[src/rtl/instr_encoder_pkg.sv]
// Shared MIPS instruction types, encode helpers and run FSM state for instr_encoder.
// Latency: n/a (types and pure functions only).
// Backpressure: n/a.
package instr_encoder_pkg;

    typedef logic [31:0] word_t;

    typedef enum logic [5:0] {
        OPCODE_RTYPE = 6'h00, OPCODE_J     = 6'h02, OPCODE_JAL   = 6'h03,
        OPCODE_BEQ   = 6'h04, OPCODE_BNE   = 6'h05, OPCODE_ADDI  = 6'h08,
        OPCODE_ADDIU = 6'h09, OPCODE_SLTI  = 6'h0A, OPCODE_ANDI  = 6'h0C,
        OPCODE_ORI   = 6'h0D, OPCODE_XORI  = 6'h0E, OPCODE_LUI   = 6'h0F,
        OPCODE_LW    = 6'h23, OPCODE_SW    = 6'h2B
    } opcode_e;

    typedef enum logic [5:0] {
        FUNC_SLL  = 6'h00, FUNC_SRL  = 6'h02, FUNC_SRA  = 6'h03, FUNC_JR   = 6'h08,
        FUNC_ADD  = 6'h20, FUNC_ADDU = 6'h21, FUNC_SUB  = 6'h22, FUNC_SUBU = 6'h23,
        FUNC_AND  = 6'h24, FUNC_OR   = 6'h25, FUNC_XOR  = 6'h26, FUNC_NOR  = 6'h27,
        FUNC_SLT  = 6'h2A, FUNC_SLTU = 6'h2B
    } func_e;

    typedef enum logic [1:0] {ITYPE_R, ITYPE_I, ITYPE_J} instr_type_e;

    typedef enum logic {ENC_IDLE, ENC_RUN} enc_state_e;

    typedef struct packed {
        opcode_e     opcode;
        func_e       func;
        logic [4:0]  rs;
        logic [4:0]  rt;
        logic [4:0]  rd;
        logic [4:0]  shamt;
        logic [15:0] imm;
        logic [25:0] target;
    } enc_req_t;

    // Same type derivation the decoder uses, so encode/decode round-trip.
    function automatic instr_type_e get_instr_type(input opcode_e op);
        case (op)
            OPCODE_RTYPE:         return ITYPE_R;
            OPCODE_J, OPCODE_JAL: return ITYPE_J;
            default:              return ITYPE_I;
        endcase
    endfunction

    function automatic logic uses_shamt(input func_e f);
        return (f == FUNC_SLL) || (f == FUNC_SRL) || (f == FUNC_SRA);
    endfunction

    function automatic logic opcode_known(input logic [5:0] op);
        case (op)
            OPCODE_RTYPE, OPCODE_J, OPCODE_JAL, OPCODE_BEQ, OPCODE_BNE,
            OPCODE_ADDI, OPCODE_ADDIU, OPCODE_SLTI, OPCODE_ANDI, OPCODE_ORI,
            OPCODE_XORI, OPCODE_LUI, OPCODE_LW, OPCODE_SW: return 1'b1;
            default: return 1'b0;
        endcase
    endfunction

    function automatic logic func_known(input logic [5:0] f);
        case (f)
            FUNC_SLL, FUNC_SRL, FUNC_SRA, FUNC_JR, FUNC_ADD, FUNC_ADDU, FUNC_SUB,
            FUNC_SUBU, FUNC_AND, FUNC_OR, FUNC_XOR, FUNC_NOR, FUNC_SLT,
            FUNC_SLTU: return 1'b1;
            default: return 1'b0;
        endcase
    endfunction

    function automatic word_t encode_rtype(input enc_req_t r);
        return {r.opcode, r.rs, r.rt, r.rd, r.shamt, r.func};
    endfunction

    function automatic word_t encode_itype(input enc_req_t r);
        return {r.opcode, r.rs, r.rt, r.imm};
    endfunction

    function automatic word_t encode_jtype(input enc_req_t r);
        return {r.opcode, r.target};
    endfunction

endpackage

[src/rtl/instr_enc_buf.sv]
// Synchronous FIFO of encoded words between request side and imem write side.
// Latency: push visible at head the cycle after the push edge.
// Backpressure: push ignored when full, pop ignored when empty; caller gates with flags.
// Ports: clk, rst_n (sync, active-low), push_vld/push_dat, pop_vld, head_dat, full, empty.
module instr_enc_buf
    import instr_encoder_pkg::*;
#(
    parameter int DEPTH = 2
) (
    input  logic  clk,
    input  logic  rst_n,
    input  logic  push_vld,
    input  word_t push_dat,
    input  logic  pop_vld,
    output word_t head_dat,
    output logic  full,
    output logic  empty
);

    localparam int AW = $clog2(DEPTH);

    word_t         mem [DEPTH];
    // Extra MSB on each pointer distinguishes full from empty.
    logic [AW:0]   wr_ptr;
    logic [AW:0]   rd_ptr;

    assign empty    = (wr_ptr == rd_ptr);
    assign full     = (wr_ptr[AW] != rd_ptr[AW]) && (wr_ptr[AW-1:0] == rd_ptr[AW-1:0]);
    assign head_dat = mem[rd_ptr[AW-1:0]];

    always_ff @(posedge clk) begin
        if (!rst_n) begin
            wr_ptr <= '0;
            rd_ptr <= '0;
        end else begin
            if (push_vld && !full)  wr_ptr <= wr_ptr + (AW+1)'(1);
            if (pop_vld  && !empty) rd_ptr <= rd_ptr + (AW+1)'(1);
        end
    end

    always_ff @(posedge clk) begin
        if (push_vld && !full) mem[wr_ptr[AW-1:0]] <= push_dat;
    end

endmodule

[src/rtl/instr_encoder.sv]
// Packs instruction field requests into MIPS words and streams a run of them into imem.
// Latency: one cycle from request acceptance to wr_en when the buffer is empty.
// Backpressure: wr_rdy low stalls writes (outputs held); buffer full or run fully accepted drops req_rdy.
// Ports: clk, rst_n (sync, active-low); start/base_addr/len/busy/done run control;
//        req_* request channel; wr_en/wr_rdy/wr_addr/wr_data imem write; err/err_idx legality.
// Optional legality checking is compiled in with INSTR_ENCODER_CHECK_EN.
module instr_encoder
    import instr_encoder_pkg::*;
#(
    parameter int ADDR_W    = 10,
    parameter int LEN_W     = 10,
    parameter int BUF_DEPTH = 2
) (
    input  logic              clk,
    input  logic              rst_n,
    input  logic              start,
    input  logic [ADDR_W-1:0] base_addr,
    input  logic [LEN_W-1:0]  len,
    output logic              busy,
    output logic              done,
    input  logic              req_vld,
    output logic              req_rdy,
    input  logic [5:0]        req_opcode,
    input  logic [5:0]        req_func,
    input  logic [4:0]        req_rs,
    input  logic [4:0]        req_rt,
    input  logic [4:0]        req_rd,
    input  logic [4:0]        req_shamt,
    input  logic [15:0]       req_imm,
    input  logic [25:0]       req_target,
    output logic              wr_en,
    input  logic              wr_rdy,
    output logic [ADDR_W-1:0] wr_addr,
    output logic [31:0]       wr_data,
    output logic              err,
    output logic [LEN_W-1:0]  err_idx
);

    enc_state_e        state, state_nxt;
    logic [LEN_W-1:0]  len_q, acc_cnt, wr_cnt;
    logic [ADDR_W-1:0] addr_q;
    logic              done_q;
    enc_req_t          req;
    word_t             enc_word, buf_head;
    logic              buf_full, buf_empty;
    logic              run_start, zero_start, accept, wr_fire, last_wr;

    assign req = '{opcode: opcode_e'(req_opcode), func: func_e'(req_func),
                   rs: req_rs, rt: req_rt, rd: req_rd, shamt: req_shamt,
                   imm: req_imm, target: req_target};

    always_comb begin
        enc_word = encode_itype(req);
        case (get_instr_type(req.opcode))
            ITYPE_R: enc_word = encode_rtype(req);
            ITYPE_J: enc_word = encode_jtype(req);
            default: enc_word = encode_itype(req);
        endcase
    end

    assign run_start  = (state == ENC_IDLE) && start && (len != '0);
    assign zero_start = (state == ENC_IDLE) && start && (len == '0);
    assign req_rdy    = (state == ENC_RUN) && !buf_full && (acc_cnt < len_q);
    assign accept     = req_vld && req_rdy;
    assign wr_en      = !buf_empty;
    // Head of an empty buffer is stale storage; present zero instead.
    assign wr_data    = buf_empty ? '0 : buf_head;
    assign wr_addr    = addr_q;
    assign wr_fire    = wr_en && wr_rdy;
    assign last_wr    = (state == ENC_RUN) && wr_fire && ((wr_cnt + LEN_W'(1)) == len_q);
    assign busy       = (state == ENC_RUN);
    assign done       = done_q;

    always_ff @(posedge clk) begin
        if (!rst_n) state <= ENC_IDLE;
        else        state <= state_nxt;
    end

    always_comb begin
        state_nxt = state;
        case (state)
            ENC_IDLE: if (run_start) state_nxt = ENC_RUN;
            ENC_RUN:  if (last_wr)   state_nxt = ENC_IDLE;
            default:  state_nxt = ENC_IDLE;
        endcase
    end

    always_ff @(posedge clk) begin
        if (!rst_n) begin
            len_q   <= '0;
            acc_cnt <= '0;
            wr_cnt  <= '0;
            addr_q  <= '0;
            done_q  <= 1'b0;
        end else begin
            done_q <= zero_start || last_wr;
            if (run_start) begin
                len_q   <= len;
                acc_cnt <= '0;
                wr_cnt  <= '0;
                addr_q  <= base_addr;
            end else begin
                if (accept) acc_cnt <= acc_cnt + LEN_W'(1);
                if (wr_fire) begin
                    addr_q <= addr_q + ADDR_W'(1);
                    wr_cnt <= wr_cnt + LEN_W'(1);
                end
            end
        end
    end

    instr_enc_buf #(.DEPTH(BUF_DEPTH)) u_buf (
        .clk      (clk),
        .rst_n    (rst_n),
        .push_vld (accept),
        .push_dat (enc_word),
        .pop_vld  (wr_fire),
        .head_dat (buf_head),
        .full     (buf_full),
        .empty    (buf_empty)
    );

`ifdef INSTR_ENCODER_CHECK_EN
    logic             illegal;
    logic             err_q;
    logic [LEN_W-1:0] err_idx_q;

    always_comb begin
        illegal = 1'b0;
        if (!opcode_known(req_opcode)) begin
            illegal = 1'b1;
        end else if (req.opcode == OPCODE_RTYPE) begin
            if (!func_known(req_func))                        illegal = 1'b1;
            if ((req.shamt != '0) && !uses_shamt(req.func))   illegal = 1'b1;
            if (uses_shamt(req.func) && (req.rs != '0))       illegal = 1'b1;
        end else if ((req.opcode == OPCODE_LUI) && (req.rs != '0)) begin
            illegal = 1'b1;
        end
    end

    // Only the first illegal word of a run is recorded.
    always_ff @(posedge clk) begin
        if (!rst_n) begin
            err_q     <= 1'b0;
            err_idx_q <= '0;
        end else if (run_start) begin
            err_q     <= 1'b0;
            err_idx_q <= '0;
        end else if (accept && illegal && !err_q) begin
            err_q     <= 1'b1;
            err_idx_q <= acc_cnt;
        end
    end

    assign err     = err_q;
    assign err_idx = err_idx_q;
`else
    assign err     = 1'b0;
    assign err_idx = '0;
`endif

endmodule
[config.mk]
export PLATFORM = sky130hd
export DESIGN_NAME = instr_encoder
export DESIGN_NICKNAME = d
export VERILOG_FILES = /design/src/rtl/instr_encoder_pkg.sv /design/src/rtl/instr_enc_buf.sv /design/src/rtl/instr_encoder.sv
export SDC_FILE = /design/constraint.sdc
export NUM_CORES = 1
export LEC_CHECK = 0
export ABC_CLOCK_PERIOD_IN_PS = 5050
export CAP_MARGIN = 20
export CORE_ASPECT_RATIO = 0.6
export CORE_MARGIN = 1.5
export CORE_UTILIZATION = 53
export CTS_BUF_LIST = sky130_fd_sc_hd__clkbuf_4
export DETAILED_ROUTE_END_ITERATION = 8
export HOLD_SLACK_MARGIN = 0.06
export PLACE_DENSITY = 0.93
export SLEW_MARGIN = 20
export SYNTH_ARGS = -nofsm -noshare
export SYNTH_HDL_FRONTEND = slang
export SYNTH_SLANG_ARGS = --single-unit
[constraint.sdc]
create_clock -name clk -period 5.05 [get_ports clk]
set_clock_uncertainty 0.1 [all_clocks]
set_input_delay 0.7575 -clock clk [delete_from_list [all_inputs] [get_ports clk]]
set_output_delay 0.7575 -clock clk [all_outputs]
set_load 0.01 [all_outputs]
==> results.md, run 1 <==
- Status: complete, no violations
- Crit. End Element: output port
- GRT Total Usage: 24.71%
- RSZ-0062 raised after global routing: no
- CTS Root Cell: clkbuf_4
- Core Util, Final: 71.38%
- Die area: 10930 sq um
- Via density: 5.513
- Ys flop type: edfxtp_1
- Startpoint Class: flip-flop
- Top-count cell post-synth: nand2_1
- Residual DRC: 0
- Share of layout cells above drive strength 1: 6.456%
- Antenna violations before repair: 0
- EDFF count, synth: 64
- Dpl cells: 785
- Area leader, netlist: edfxtp_1
- DRT iter0 DRCs: 338
- Setup Viol. Count Final: 0
- Critical path class: reg2out
- Largest net degree at the start of global routing: 35
- Worst-path cell chain: xnor2_1 -> and2_2 -> nor2_1 -> clkdlybuf4s50_1
- FMAX: 0.2802 GHz
- Starting Density: 55.02%
- Hpwl dp: 9.992 mm
- Maximum VDD drop: 0.1600 mV
- Row cnt: 28
- Max clock buf depth: 2
- Final #Nets: 772
- Seq/Total Area, Yosys: 52.48%
- Hold WC Path Type: reg2reg
- TritonRoute pass-1 iters: 6
- Dominant cells by area after synthesis: edfxtp_1 35%, dfxtp_1 17%, mux2i_1 5.9%
- Setup TNS: 0 ps
- Ys Warns: 0
- Die Wd: 134.0 microns
- Hold-fix buffers at CTS: 0
- Number of cells produced by synthesis: 529
- Leak: 2.460 nW
- Core Box Area: 9915 sq um
- Data arrival time of the critical path: 2710 ps
- Worst-Margin Slew: 1041 ps
- Post-CTS Setup Inserts: 0
- Top cells by count, synth: 76 x nand2_1, 64 x edfxtp_1, 57 x nor2_1
- Synth Cell Area: 5455 sq um
- Num CTS Buffers: 9
- Post-route non-filler standard cell count: 801
- Layout area overhead: 29.72%
- First-pass GRT wire length: 20.59 mm
- TritonCTS clock tree: built
- Worst Path Required: 4190 ps
- Final ANT Viol Nets: 0
- Synth top area share: 35.23%
- Fin. max-slew vios: 0
- Yosys cell types: 53
- Final Cycle Share: 70.66%
- #FFs+latches synth: 111
- Inserted Diodes: 0
- Power per cell area: 296.5 nW/um^2
- Vias: 4416
- Number of max-cap violations: 0
- DR WL/cell: 16.60 microns
- R2R Setup Slk: 1860 ps
- CP peak stage delay: 680 ps
- Post-CTS resize count: 0
- Asr flop ratio synth: 0%
- Via count of the first global-routing pass: 4304
- Post-Route WL: 13.30 mm
- Register clock-pin slew on the reported worst setup and hold paths: 170 ps
- Mean Syn Cell Area: 10.31 sq um
- IO Port Bufs: 144
- Total grt overflow: 0
- Endpoints failing hold: 0
- CTS HTree Levels: 3
- Worst hold slack: 410.8 ps
- Die Y-Extent: 81.59 microns
- Num ports: 156
- Tmin final: 3568 ps
- GP Congestion: 0.8621
- CP max stage cell: and2_2
- Clock Latency Late Sink: 480 ps
- Sink Count: 111
- Slew margin rel.: 30.35%
- CP max FO: 34
-- stage by stage --
stage,power (W),instance area (sq um),setup WS (ps)
after global routing,0.002197,7077,1315
after CTS,0.002106,7072,1437
after detailed placement,0.001683,6934,1366
after global placement,0.001662,6934,1574
final,0.002098,7077,1482
after floorplan,0.001385,5493,1712
-- metal layers --
layer  part of all wire [%]  up-vias  GRT usage (%)
met1                     44     2105          31.98
li1                       -     2125              -
met4                    1.7        0          8.261
met2                     48      164          40.46
met3                    6.6       22          7.099
met5                      0        -              0
-- power by group --
group          switching [W]  internal [W]
combinational       0.000285      0.000305
clock               0.000310      0.000121
sequential         0.0000630       0.00101
-- final cells by class --
type	instances	area (sq um)
tap	135	168.9
clock inverter	6	62.56
sequential	111	2864
timing repair buffer	148	1471
inverter	13	48.80
clock buffer	10	75.07
fill	680	2838
multi-input combinational	378	2386
-- registers in the layout, summed over array words and instances (netlist names), named ones only --
signal        cells
u_buf.rd_ptr      2
len_q            10
u_buf.mem        64
u_buf.wr_ptr      2
wr_addr          10
busy              1
acc_cnt          10
wr_cnt           10
done              1
-- critical path, delay by kind of cell, from the launching register on --
kind,cells,cell delay [ps]
buffers and inverters,1,520
xor gates and xnor gates,1,450
DFF,1,400
and+or+nand+nor,2,860
-- worst paths after layout --
check / startpoint / to / cells after the start
worst min register to register: len_q[4]$_SDFFE_PN0P_ / len_q[4]$_SDFFE_PN0P_ / 2
worst min-delay path: len_q[4]$_SDFFE_PN0P_ / len_q[4]$_SDFFE_PN0P_ / 2
worst max register to register: len_q[9]$_SDFFE_PN0P_ / u_buf.mem[1][17]$_DFFE_PP_ / 6
worst max-delay path: u_buf.wr_ptr[0]$_SDFFE_PN0P_ / wr_data[25] / 4
-- cells in the final DEF, fill, tap and decap left out, types with 4 or more instances in the layout --
cell             netlist  layout
clkbuf_4               0      10
nand3_1               15      15
edfxtp_1              64      64
inv_1                 12      12
ha_1                  12      12
buf_4                 11       4
a22oi_1               16      16
nand2_1               76      76
mux2_2                10      10
clkdlybuf4s50_1        0     144
nor2_1                57      56
xor2_1                20      20
o21ai_0               16      16
conb_1                 1      11
or3_1                  6       6
dfxtp_1               47      46
mux2i_1               32      32
xnor2_1               21      21
a21oi_1               33      33
nand4_1                4       4
and3_1                 6       6
a211oi_1               5       5
-- kinds of logic after synthesis --
logic type                 Yosys count  share of synthesized area, %
and+or+nand+nor                    188                         15.71
DFF                                111                         52.48
AOI/OAI and AO/OA                   84                         9.863
buffers and inverters               50                         4.610
muxes                               42                         7.936
xor gates and xnor gates            41                         6.583
adders and majority gates           12                         2.752
other                                1                       0.06874
Power figures use the tool's default switching activity.
==> inputs of run 2 (changes only) <==
--- a/config.mk
+++ b/config.mk
@@ -5,15 +5,15 @@
 export SDC_FILE = /design/constraint.sdc
 export NUM_CORES = 1
 export LEC_CHECK = 0
-export ABC_CLOCK_PERIOD_IN_PS = 5050
+export ABC_CLOCK_PERIOD_IN_PS = 2950
 export CAP_MARGIN = 20
 export CORE_ASPECT_RATIO = 0.6
 export CORE_MARGIN = 1.5
-export CORE_UTILIZATION = 53
+export CORE_UTILIZATION = 45
 export CTS_BUF_LIST = sky130_fd_sc_hd__clkbuf_4
 export DETAILED_ROUTE_END_ITERATION = 8
 export HOLD_SLACK_MARGIN = 0.06
-export PLACE_DENSITY = 0.93
+export PLACE_DENSITY = 0.84
 export SLEW_MARGIN = 20
 export SYNTH_ARGS = -nofsm -noshare
 export SYNTH_HDL_FRONTEND = slang
==> constraint.sdc (replaced) <==
create_clock -name clk -period 2.95 [get_ports clk]
set_clock_uncertainty 0.1 [all_clocks]
set_input_delay 0.4425 -clock clk [delete_from_list [all_inputs] [get_ports clk]]
set_output_delay 0.4425 -clock clk [all_outputs]
set_load 0.01 [all_outputs]
==> run 2 against run 1 <==
Effect of this change: non-clock buffer count up 11; critical path depth up 2; power up 75%; first-iteration DRC count down 35%; sequential share of layout area down 0.98 points; sequential cell count unchanged; routed wire length up 2.6%; die area up 17%; register-to-register slack worse by 1400 ps; cell area up 2.6%; via count down 0.18%; largest power group unchanged; highest routed layer unchanged.
==> results.md, run 2 (synthesized netlist as in run 1, its figures left out) <==
- Core Util, Final: 62.81%
- Post-DP Area: 7103 sq um
- Sink Count: 111
- CP Buf/Inv Count: 2
- RSZ-0062 raised after global routing: no
- Crit. End Element: output port
- Reg2reg start: len_q[9]$_SDFFE_PN0P_
- Power per cell area: 505.1 nW/um^2
- Worst-case reg-to-reg path depth: 7
- Post-CTS Setup Inserts: 0
- IO Port Bufs: 144
- Core Box Area: 11560 sq um
- Num ports: 156
- Fill cells: 955
- Layout area overhead: 33.12%
- Hold Path Sink: len_q[9]$_SDFFE_PN0P_
- Clock Latency Late Sink: 470 ps
- R2R Setup Slk: 450 ps
- Starting Density: 47.19%
- DRT iter0 DRCs: 220
- Worst-path cell chain: inv_1 -> ha_1 -> nand4_1 -> a21oi_2 -> a21oi_1 -> dlygate4sd2_1
- Startpoint Class: flip-flop
- Data arrival time of the critical path: 2250 ps
- Total grt overflow: 0
- Hpwl dp: 10.45 mm
- CP max FO: 7
- TritonRoute pass-1 iters: 5
- Dpl cells: 821
- CP peak stage delay: 490 ps
- Inserted Diodes: 0
- Area occupied by multi-input gates: 2400 sq um
- Via count of the first global-routing pass: 4341
- Final Cycle Share: 94.65%
- GRT Total Usage: 21.64%
- Antenna violations before repair: 0
- DR WL/cell: 16.30 microns
- Slew margin rel.: 54.36%
- Reg-to-Reg End: u_buf.mem[1][12]$_DFFE_PP_
- Residual DRC: 0
- Critical path class: reg2out
- CTS HTree Levels: 3
- FMAX: 0.3582 GHz
- Hold Crit Start: len_q[9]$_SDFFE_PN0P_
- Worst hold slack: 400.0 ps
- Endpoints failing hold: 0
- Final #Nets: 783
- GP Congestion: 0.9076
- Maximum VDD drop: 0.2277 mV
- Die Wd: 145.1 microns
- Max reg flops: 64
- Sequential standard cell area: 2868 sq um
- Status: complete, no violations
- Number of max-cap violations: 0
- Max clock buf depth: 2
- CTS Root Cell: clkbuf_4
- Fin. max-slew vios: 0
- Hold path cells: 2
- Via density: 5.266
- CP max stage cell: dfxtp_1
- Post-route cell area: 7262 sq um
- Family with the most delay on the worst path: compound AO/OA/AOI/OAI gates
- Leak: 2.540 nW
- Row cnt: 30
- Vias: 4408
- Worst Path Required: 2410 ps
- Final ANT Viol Nets: 0
- TritonCTS clock tree: built
- Most common cell after layout, fill and taps aside: clkdlybuf4s50_1
- Die Y-Extent: 88.29 microns
- First-pass GRT wire length: 21.65 mm
- Hold WC Path Type: reg2reg
- Most frequent cells in the layout: 143 x clkdlybuf4s50_1, 76 x nand2_1, 64 x edfxtp_1, 55 x nor2_1, 43 x dfxtp_1
- Register clock-pin slew on the reported worst setup and hold paths: 170 ps
- Setup TNS: 0 ps
- Largest net degree at the start of global routing: 35
- Num CTS Buffers: 9
- Post-route non-filler standard cell count: 837
- Die area: 12810 sq um
- Tmin final: 2792 ps
- Setup Viol. Count Final: 0
- Share of layout cells above drive strength 1: 8.715%
- Worst-Margin Slew: 683.9 ps
- Post-Route WL: 13.64 mm
[run 2: changes by cell type in the layout (fill, tap and decap cells not counted), sizes merged]
| cell | delta |
|---|---|
| clkbuf | -1 |
| clkinv | +1 |
| buf | +11 |
| clkdlybuf4s50 | -1 |
| dlygate4sd2 | +1 |
[run 2: how the worst max path moves through the flow]
| stage | start | cells after the start | end |
|---|---|---|---|
| floorplan | len_q[9]$_SDFFE_PN0P_ | 6 | u_buf.mem[0][0]$_DFFE_PP_ |
| global placement | len[3] | 7 | wr_addr[1]$_SDFFE_PN0P_ |
| detailed placement | len[3] | 7 | wr_addr[1]$_SDFFE_PN0P_ |
| CTS | u_buf.wr_ptr[0]$_SDFFE_PN0P_ | 5 | wr_data[24] |
| global route | len_q[6]$_SDFFE_PN0P_ | 6 | req_rdy |
| finish | len_q[6]$_SDFFE_PN0P_ | 6 | req_rdy |
[run 2: power breakdown]
| part | switching [W] | internal (W) | total (W) |
|---|---|---|---|
| sequential | 0.0000835 | 0.00174 | 0.00182 |
| clock | 0.000542 | 0.000202 | 0.000743 |
| combinational | 0.000529 | 0.000576 | 0.00111 |
| total | 0.00115 | 0.00251 | 0.00367 |
[run 2: what timing repair did]
action	4_1_cts	5_1_grt
pin swaps	1	0
hold buffers	0	0
gates resized for setup	5	1
endpoints found under the hold margin	0	0
endpoints found under the setup margin	2	33
gates cloned	0	0
[run 2: tightest hold or removal path, stage by stage, from the launching register on]
cell and delay, ps:
dfxtp_2 380, nand2_1 50, a21oi_1 50
[run 2: cell type report]
type	count	area share (%)
repair buffers	159	22.07
clock buffers	9	0.9304
flip-flops and latches	111	39.49
inverters	13	0.6720
multi-input cells	378	33.05
clock inverters	7	1.034
well taps	160	2.757
[run 2: through the flow]
step | setup slack (ps) | power (W)
after floorplan | 145.8 | 0.002372
after CTS | 42.14 | 0.003689
after global placement | 346.5 | 0.002924
after detailed placement | 192.0 | 0.002952
final | 157.9 | 0.003668
after global routing | 12.82 | 0.003843
[run 2: metal layers]
layer / track usage (%) / part of all wire (%)
met1: 30.06 / 46
met2: 34.93 / 47
met3: 4.536 / 5.8
met5: 0 / 0
met4: 6.030 / 0.98
